**src/rtl/cdb_arbiter_pkg.sv**
```systemverilog
// Shared constants and helpers for the CDB arbiter slice: default sizing and
// the producer index assignments on the common data bus.
package cdb_arbiter_pkg;

  localparam int CDB_NUM_SRC    = 3;
  localparam int CDB_SRC_ALU    = 0;
  localparam int CDB_SRC_MEM    = 1;
  localparam int CDB_SRC_MUL    = 2;
  localparam int CDB_ROB_W      = 4;
  localparam int CDB_FIFO_DEPTH = 4;

  typedef logic [31:0] cdb_value_t;

  function automatic int rr_next(input int idx, input int n);
    return (idx == n - 1) ? 0 : idx + 1;
  endfunction

endpackage

```
**src/rtl/cdb_arbiter_if.sv**
```systemverilog
// Producer-side and broadcast-side signals of the CDB arbiter. The master
// modport is the producer/consumer environment, the slave is the arbiter.
interface cdb_arbiter_if #(
  parameter int NUM_SRC = 3,
  parameter int ROB_W   = 4
);
  logic                     flush_input;
  logic [NUM_SRC*ROB_W-1:0] src_rob_id;
  logic [NUM_SRC*32-1:0]    src_value;
  logic [NUM_SRC-1:0]       src_almost_full;
  logic [ROB_W-1:0]         cdb_rob_id;
  logic [31:0]              cdb_value;
  logic                     overflow_err;

  modport master (
    output flush_input, src_rob_id, src_value,
    input  src_almost_full, cdb_rob_id, cdb_value, overflow_err
  );

  modport slave (
    input  flush_input, src_rob_id, src_value,
    output src_almost_full, cdb_rob_id, cdb_value, overflow_err
  );
endinterface

```
**src/rtl/cdb_src_fifo.sv**
```systemverilog
// Single-source result FIFO with wrap-bit pointers. A pop frees a slot in the
// same cycle, so push+pop on a full FIFO is accepted with count unchanged.
module cdb_src_fifo #(
  parameter int   DEPTH = 4,
  parameter int   W     = 36,
  localparam int  AW    = $clog2(DEPTH)
) (
  input  logic         clk_in,
  input  logic         rst_in,
  input  logic         flush,
  input  logic         push,
  input  logic         pop,
  input  logic [W-1:0] din,
  output logic [W-1:0] dout,
  output logic         empty,
  output logic         full,
  output logic         almost_full
);

  localparam logic [AW:0] PTR_ONE = (AW+1)'(1);

  logic [AW:0]  wr_q, wr_d, rd_q, rd_d, count_d;
  logic [W-1:0] mem_q [DEPTH];
  logic [W-1:0] mem_d [DEPTH];
  logic         af_q, af_d;
  logic         do_push, do_pop;

  assign empty   = (wr_q == rd_q);
  assign full    = (wr_q[AW] != rd_q[AW]) && (wr_q[AW-1:0] == rd_q[AW-1:0]);
  assign do_pop  = pop && !empty;
  assign do_push = push && (!full || do_pop);
  assign dout    = mem_q[rd_q[AW-1:0]];
  assign almost_full = af_q;

  always_comb begin
    wr_d  = wr_q;
    rd_d  = rd_q;
    mem_d = mem_q;
    if (flush) begin
      wr_d = '0;
      rd_d = '0;
    end else begin
      if (do_push) begin
        mem_d[wr_q[AW-1:0]] = din;
        wr_d = wr_q + PTR_ONE;
      end
      if (do_pop) rd_d = rd_q + PTR_ONE;
    end
    count_d = wr_d - rd_d;
    af_d    = int'(count_d) >= DEPTH - 1;
  end

  always_ff @(posedge clk_in or posedge rst_in) begin
    if (rst_in) begin
      wr_q  <= '0;
      rd_q  <= '0;
      af_q  <= 1'b0;
      mem_q <= '{default: '0};
    end else begin
      wr_q  <= wr_d;
      rd_q  <= rd_d;
      af_q  <= af_d;
      mem_q <= mem_d;
    end
  end

endmodule

```
**src/rtl/cdb_arbiter.sv**
```systemverilog
// Round-robin arbiter sharing one registered CDB among NUM_SRC producers, with
// per-source FIFOs. Define CDB_ARB_STATS_EN to add stall/grant counters.
module cdb_arbiter
  import cdb_arbiter_pkg::*;
#(
  parameter int NUM_SRC    = CDB_NUM_SRC,
  parameter int FIFO_DEPTH = CDB_FIFO_DEPTH,
  parameter int ROB_W      = CDB_ROB_W
) (
  input  logic               clk_in,
  input  logic               rst_in,
  cdb_arbiter_if.slave       bus
`ifdef CDB_ARB_STATS_EN
  ,
  output logic [NUM_SRC*32-1:0] stat_stall,
  output logic [31:0]           stat_grants
`endif
);

  localparam int SW = $clog2(NUM_SRC);

  logic [ROB_W-1:0] in_rob   [NUM_SRC];
  cdb_value_t       in_val   [NUM_SRC];
  logic [ROB_W-1:0] head_rob [NUM_SRC];
  cdb_value_t       head_val [NUM_SRC];
  logic [NUM_SRC-1:0] in_vld, empty, full, af, pending, push, pop, is_win;

  logic [SW-1:0]    rr_q, rr_d, win;
  logic             found;
  logic [ROB_W-1:0] cdb_rob_q, cdb_rob_d;
  cdb_value_t       cdb_val_q, cdb_val_d;
  logic             ovf_q, ovf_d;

  for (genvar i = 0; i < NUM_SRC; i++) begin : g_src
    logic [ROB_W+31:0] dout;
    assign in_rob[i] = bus.src_rob_id[i*ROB_W +: ROB_W];
    assign in_val[i] = bus.src_value[i*32 +: 32];
    assign in_vld[i] = |in_rob[i];
    assign {head_rob[i], head_val[i]} = dout;

    cdb_src_fifo #(
      .DEPTH (FIFO_DEPTH),
      .W     (ROB_W + 32)
    ) u_fifo (
      .clk_in      (clk_in),
      .rst_in      (rst_in),
      .flush       (bus.flush_input),
      .push        (push[i]),
      .pop         (pop[i]),
      .din         ({in_rob[i], in_val[i]}),
      .dout        (dout),
      .empty       (empty[i]),
      .full        (full[i]),
      .almost_full (af[i])
    );
  end

  assign pending = ~empty | in_vld;

  // Two passes give the rotated scan: sources at/above rr_q first, then wrap.
  always_comb begin
    found = 1'b0;
    win   = '0;
    for (int i = 0; i < NUM_SRC; i++) begin
      if (!found && pending[i] && (SW'(i) >= rr_q)) begin
        found = 1'b1;
        win   = SW'(i);
      end
    end
    for (int i = 0; i < NUM_SRC; i++) begin
      if (!found && pending[i]) begin
        found = 1'b1;
        win   = SW'(i);
      end
    end
  end

  always_comb begin
    rr_d      = rr_q;
    cdb_rob_d = '0;
    cdb_val_d = '0;
    ovf_d     = ovf_q;
    push      = '0;
    pop       = '0;
    is_win    = '0;
    for (int i = 0; i < NUM_SRC; i++) begin
      is_win[i] = found && (win == SW'(i));
      if (is_win[i]) begin
        if (!empty[i]) begin
          pop[i]    = 1'b1;
          cdb_rob_d = head_rob[i];
          cdb_val_d = head_val[i];
        end else begin
          cdb_rob_d = in_rob[i];
          cdb_val_d = in_val[i];
        end
      end
      // A bypass winner consumes its input directly; anything else queues.
      push[i] = in_vld[i] && !(is_win[i] && empty[i]);
      if (push[i] && full[i] && !pop[i]) ovf_d = 1'b1;
    end
    if (found) rr_d = SW'(rr_next(int'(win), NUM_SRC));
    if (bus.flush_input) begin
      rr_d      = '0;
      cdb_rob_d = '0;
      cdb_val_d = '0;
      ovf_d     = ovf_q;
      push      = '0;
      pop       = '0;
    end
  end

  always_ff @(posedge clk_in or posedge rst_in) begin
    if (rst_in) begin
      rr_q      <= '0;
      cdb_rob_q <= '0;
      cdb_val_q <= '0;
      ovf_q     <= 1'b0;
    end else begin
      rr_q      <= rr_d;
      cdb_rob_q <= cdb_rob_d;
      cdb_val_q <= cdb_val_d;
      ovf_q     <= ovf_d;
    end
  end

  assign bus.cdb_rob_id      = cdb_rob_q;
  assign bus.cdb_value       = cdb_val_q;
  assign bus.overflow_err    = ovf_q;
  assign bus.src_almost_full = af;

`ifdef CDB_ARB_STATS_EN
  logic [31:0] stall_q [NUM_SRC];
  logic [31:0] stall_d [NUM_SRC];
  logic [31:0] grant_q, grant_d;

  always_comb begin
    grant_d = grant_q;
    if ((cdb_rob_q != '0) && (grant_q != '1)) grant_d = grant_q + 32'd1;
    for (int i = 0; i < NUM_SRC; i++) begin
      stall_d[i] = stall_q[i];
      if (pending[i] && !is_win[i] && (stall_q[i] != '1)) stall_d[i] = stall_q[i] + 32'd1;
    end
  end

  always_ff @(posedge clk_in or posedge rst_in) begin
    if (rst_in) begin
      grant_q <= '0;
      stall_q <= '{default: '0};
    end else begin
      grant_q <= grant_d;
      stall_q <= stall_d;
    end
  end

  for (genvar i = 0; i < NUM_SRC; i++) begin : g_stat
    assign stat_stall[i*32 +: 32] = stall_q[i];
  end
  assign stat_grants = grant_q;
`endif

endmodule

```
**src/flat_wrapper.sv**
```systemverilog
// flat-port wrapper written by rule: the top's interface ports become plain ports
module cdb_arbiter_flat import cdb_arbiter_pkg::*;
#(
  parameter int NUM_SRC    = CDB_NUM_SRC,
  parameter int FIFO_DEPTH = CDB_FIFO_DEPTH,
  parameter int ROB_W      = CDB_ROB_W
)
  (clk_in, rst_in, bus_flush_input, bus_src_rob_id, bus_src_value, bus_src_almost_full, bus_cdb_rob_id, bus_cdb_value, bus_overflow_err);
  cdb_arbiter_if #(.NUM_SRC(NUM_SRC), .ROB_W(ROB_W)) bus_i ();
  input  logic clk_in;
  input  logic rst_in;
  input wire logic [$bits(bus_i.flush_input)-1:0] bus_flush_input;
  input wire logic [$bits(bus_i.src_rob_id)-1:0] bus_src_rob_id;
  input wire logic [$bits(bus_i.src_value)-1:0] bus_src_value;
  output wire logic [$bits(bus_i.src_almost_full)-1:0] bus_src_almost_full;
  output wire logic [$bits(bus_i.cdb_rob_id)-1:0] bus_cdb_rob_id;
  output wire logic [$bits(bus_i.cdb_value)-1:0] bus_cdb_value;
  output wire logic [$bits(bus_i.overflow_err)-1:0] bus_overflow_err;
  assign bus_i.flush_input = bus_flush_input;
  assign bus_i.src_rob_id = bus_src_rob_id;
  assign bus_i.src_value = bus_src_value;
  assign bus_src_almost_full = bus_i.src_almost_full;
  assign bus_cdb_rob_id = bus_i.cdb_rob_id;
  assign bus_cdb_value = bus_i.cdb_value;
  assign bus_overflow_err = bus_i.overflow_err;
  cdb_arbiter #(.NUM_SRC(NUM_SRC), .FIFO_DEPTH(FIFO_DEPTH), .ROB_W(ROB_W)) u_core (.clk_in(clk_in), .rst_in(rst_in), .bus(bus_i));
endmodule
```
**config.mk**
```make
export PLATFORM = sky130hd
export DESIGN_NAME = cdb_arbiter_flat
export DESIGN_NICKNAME = d
export VERILOG_FILES = /design/src/rtl/cdb_arbiter_pkg.sv /design/src/rtl/cdb_arbiter_if.sv /design/src/rtl/cdb_src_fifo.sv /design/src/rtl/cdb_arbiter.sv /design/src/flat_wrapper.sv
export SDC_FILE = /design/constraint.sdc
export NUM_CORES = 1
export LEC_CHECK = 0
export CAP_MARGIN = 5
export CORE_ASPECT_RATIO = 1.4
export CORE_MARGIN = 3
export CORE_UTILIZATION = 45
export CTS_BUF_LIST = sky130_fd_sc_hd__clkbuf_8
export CTS_CLUSTER_SIZE = 40
export DETAILED_ROUTE_END_ITERATION = 7
export DONT_BUFFER_PORTS = 1
export SKIP_CTS_REPAIR_TIMING = 1
export SLEW_MARGIN = 0
export SYNTH_ARGS = -nofsm -noshare
export SYNTH_HDL_FRONTEND = slang
export SYNTH_HIERARCHICAL = 1
export SYNTH_SLANG_ARGS = --single-unit
```
**constraint.sdc**
```tcl
create_clock -name clk_in -period 7.8 [get_ports clk_in]
set_input_delay 1.17 -clock clk_in [delete_from_list [all_inputs] [get_ports clk_in]]
set_output_delay 1.17 -clock clk_in [all_outputs]
set_load 0.01 [all_outputs]
```
==> reports/qor.json <==
{
  "run_status": {
    "status": "completed"
  },
  "synthesis": {
    "yosys.cell_count.top_type": "dfrtp_1",
    "synth.net_count": 1769,
    "synth_area_leaders": "dfrtp_1, mux2_4, mux4_2",
    "post-synth-top-area-cell": "dfrtp_1",
    "yosysTopAreaCellShare_pct": 49.3,
    "yosys_reg_bits": 492,
    "synth_commonest_cells": "dfrtp_1, mux2_4, mux2_1",
    "synthCells": 1637,
    "synth.avg_cell_area_sq_um": 15.3,
    "synth_sequential_area_ratio_pct": 49.3,
    "post_synth_num_cell_types": 55,
    "ys_warn_count": 6,
    "synthArstFlopShare_pct": 100,
    "synthesis.area_sq_mm": 0.0250,
    "synth_ff_type": "dfrtp_1",
    "synth_enable_flop_cells": 0
  },
  "timing": {
    "final.setup.worst_slack_ns": 3.05,
    "setup-tns-final_ns": 0,
    "final_count_of_negative_setup_slack_endpoints": 0,
    "slew-limit-headroom_pct": 28.8,
    "min_period_over_period_pct": 60.8,
    "rsz0062_at_grt": "no",
    "timing.final.crit_period_ns": 4.75,
    "worst_clock_skew_ns": 0.0260,
    "highest_attainable_clock_frequency_mhz": 211,
    "worstMarginPinSlew_ns": 1.04,
    "timing_hold_violations_final": 0,
    "timing.final.max_slew_violations": 0,
    "whs_ns": 0.485
  },
  "critical_path": {
    "worst-r2r-cell-count": 14,
    "worst_setup_path_start_kind": "register",
    "timing.critical_path.arrival_ns": 5.28,
    "worst-path-max-fanout": 75,
    "type_of_the_setup_path_with_the_least_slack": "register to register",
    "critPathCaptureType": "register",
    "r2r_startpoint": "u_core/g_src[1].u_fifo/wr_q[1]",
    "rr_endpoint": "u_core/g_src[2].u_fifo/almost_full",
    "r2r_slack_ns": 3.05,
    "crit_required_ns": 8.33
  },
  "route": {
    "post-route-drc-count": 0,
    "ant_nets": 0,
    "dr.first_iter.drc_count": 780,
    "viasPerCell": 5.82,
    "firstDrtPassIters": 4,
    "routed_wirelength_mm": 61.3,
    "routedWlPerCell_um": 25.4,
    "detailroute.via_count": 14032
  },
  "cells_and_area": {
    "final-instance-count-excl-fill": 2410,
    "final_design_area_no_fill_sq_mm": 0.0269,
    "layout.core_utilization_pct": 49.2,
    "layout_area_growth_over_synthesis_pct": 7.58,
    "fin_nets": 1759,
    "multiInputGateArea_sq_mm": 0.0117,
    "fillerInstances": 4684,
    "post_route_cells_drive_above_1_share_pct": 36.2,
    "layout.area.seq_sq_mm": 0.0123
  },
  "flow_run": {
    "max_cap_viol_count": 0
  },
  "clock_tree": {
    "cts_max_path_buffers": 3,
    "cts_tree": "done",
    "cts-root-buf": "clkbuf_8",
    "tritoncts.num_buffers": 80,
    "cts.sink_count": 492,
    "cts_max_level": 3,
    "clkLatencyLatePin_ns": 0.66,
    "clkTransAtPathRegs_ns": 0.06
  },
  "hold_path": {
    "whs_endpoint": "u_core/g_src[2].u_fifo/mem_q[57]",
    "worst_hold_path.num_cells": 1,
    "hold_start": "u_core/g_src[2].u_fifo/mem_q[57]",
    "class_of_the_worst_hold_path": "register to register"
  },
  "place": {
    "area_after_dpl_sq_mm": 0.0252,
    "pre_cts_slack_ns": 2.93,
    "hpwl_mm": 38.4,
    "numPortBuffers": 0,
    "placed_cells": 2266,
    "place_congestion": 0.805
  },
  "power": {
    "worst_ir_drop_vdd_v": 0.000110,
    "leakagePower_nw": 12.3,
    "internal_power_mw": 6.15,
    "net-switching-power_mw": 2.44,
    "seq_power_share_pct": 46.0,
    "p_comb_share_pct": 27.0,
    "share_clk_of_total_power_pct": 27.0,
    "pwr_total_mw": 8.59,
    "switching_share_pct": 28.4,
    "pwr_density_cell_mw_per_mm2": 320
  },
  "die": {
    "chipHeight_um": 285,
    "top_level_ports": 151,
    "floorplan.die.width_um": 205,
    "placement_rows": 101,
    "start_util_pct": 45.8,
    "placeableCoreArea_sq_mm": 0.0546,
    "die_area_sq_mm": 0.0584
  },
  "grt": {
    "wire_length_of_the_first_global_routing_pass_mm": 96.2,
    "largest_net_degree_at_the_start_of_global_routing": 92,
    "grtUsageTotal_pct": 21.4,
    "gr-total-overflow": 0,
    "grt_antenna_before_repair": 1,
    "first_global_vias": 15531
  }
}
[power by group through the flow]
stage                     sequential [mW]  combinational, mW  clock (mW)
after global routing                 4.06               2.50        2.52
after floorplan                      3.80               1.97           0
final                                3.95               2.32        2.32
after global placement               3.93               2.27           0
after CTS                            3.95               2.34        2.41
after detailed placement             3.98               2.33           0
[routing by layer]
layer / vias up / wire length [um] / global-route usage [%]
li1: 6116 / - / -
met1: 7495 / 25700 / 28.0
met3: 96 / 3840 / 5.46
met2: 325 / 30000 / 34.5
met5: - / 0 / 0
met4: 0 / 1720 / 7.90
[critical path, stage by stage, from the launching register on]
cell and delay (ns):
dfrtp_1 0.47, xnor2_1 0.29, nand2_2 0.16, nor2_4 0.19, buf_4 0.67, a21boi_0 0.39, nor4_1 0.72, o21ai_0 0.35
xor2_1 0.22, nor2_1 0.16, ha_1 0.16, inv_1 0.05, fa_1 0.36, xor3_1 0.36, o21ai_0 0.07
[final cells by class]
cell class	instances	share of cell area, %
flip-flops and latches	492	45.8
multi-input cells	1015	43.7
clock buffers	106	5.43
well taps	721	3.36
clock inverters	36	0.782
repair buffers	22	0.614
inverters	16	0.279
diodes	2	0.0186
[placed cells by master (no fill, tap or decap), types with 13 or more instances in the layout]
| cell type | count |
|---|---|
| nor2_1 | 62 |
| nor2b_1 | 76 |
| clkbuf_8 | 106 |
| xnor2_1 | 14 |
| nor3_1 | 37 |
| mux2_2 | 75 |
| buf_4 | 22 |
| mux2_1 | 120 |
| a211oi_1 | 42 |
| inv_1 | 35 |
| mux2_4 | 240 |
| a2111oi_0 | 36 |
| nand2_1 | 14 |
| o22ai_1 | 32 |
| dfrtp_1 | 486 |
| xor2_1 | 13 |
| mux4_2 | 108 |
| a31oi_1 | 33 |
| ha_1 | 18 |
[kinds of logic (layout without fill, tap and decap cells)]
group / count (synthesis) / after routing / share of synthesized area [%]
and+or+nand+nor: 237 / 237 / 5.84
DFF: 492 / 492 / 49.3
xor gates and xnor gates: 28 / 28 / 1.04
adders and majority gates: 21 / 21 / 1.14
other: 0 / 2 / 0
AOI/OAI and AO/OA: 178 / 178 / 5.44
buffers and inverters: 130 / 180 / 4.00
muxes: 551 / 551 / 33.3
[how the worst max path moves through the flow]
stage / startpoint / to / cells after the start
finish: u_core/g_src[1].u_fifo/wr_q[1] / u_core/g_src[2].u_fifo/almost_full / 14
global route: u_core/g_src[1].u_fifo/wr_q[1] / u_core/g_src[2].u_fifo/almost_full / 14
CTS: u_core/g_src[0].u_fifo/rd_q[0] / u_core/g_src[1].u_fifo/almost_full / 15
detailed placement: bus_src_rob_id[11] / u_core/g_src[1].u_fifo/almost_full / 12
global placement: bus_src_rob_id[11] / u_core/g_src[1].u_fifo/almost_full / 12
floorplan: rst_in / u_core/g_src[0].u_fifo/almost_full / 1
[flip-flops by register name, summed over array words and instances (netlist names)]
register and cells:
u_core/g_src.u_fifo/almost_full 3, u_core/g_src.u_fifo/rd_q 9, u_core/g_src.u_fifo/mem_q 432, u_core/g_src.u_fifo/wr_q 9, u_core/rr_q 2, u_core/bus.overflow_err 1
u_core/bus.cdb_rob_id 4, u_core/bus.cdb_value 32
(Power assumes the default switching activity.)
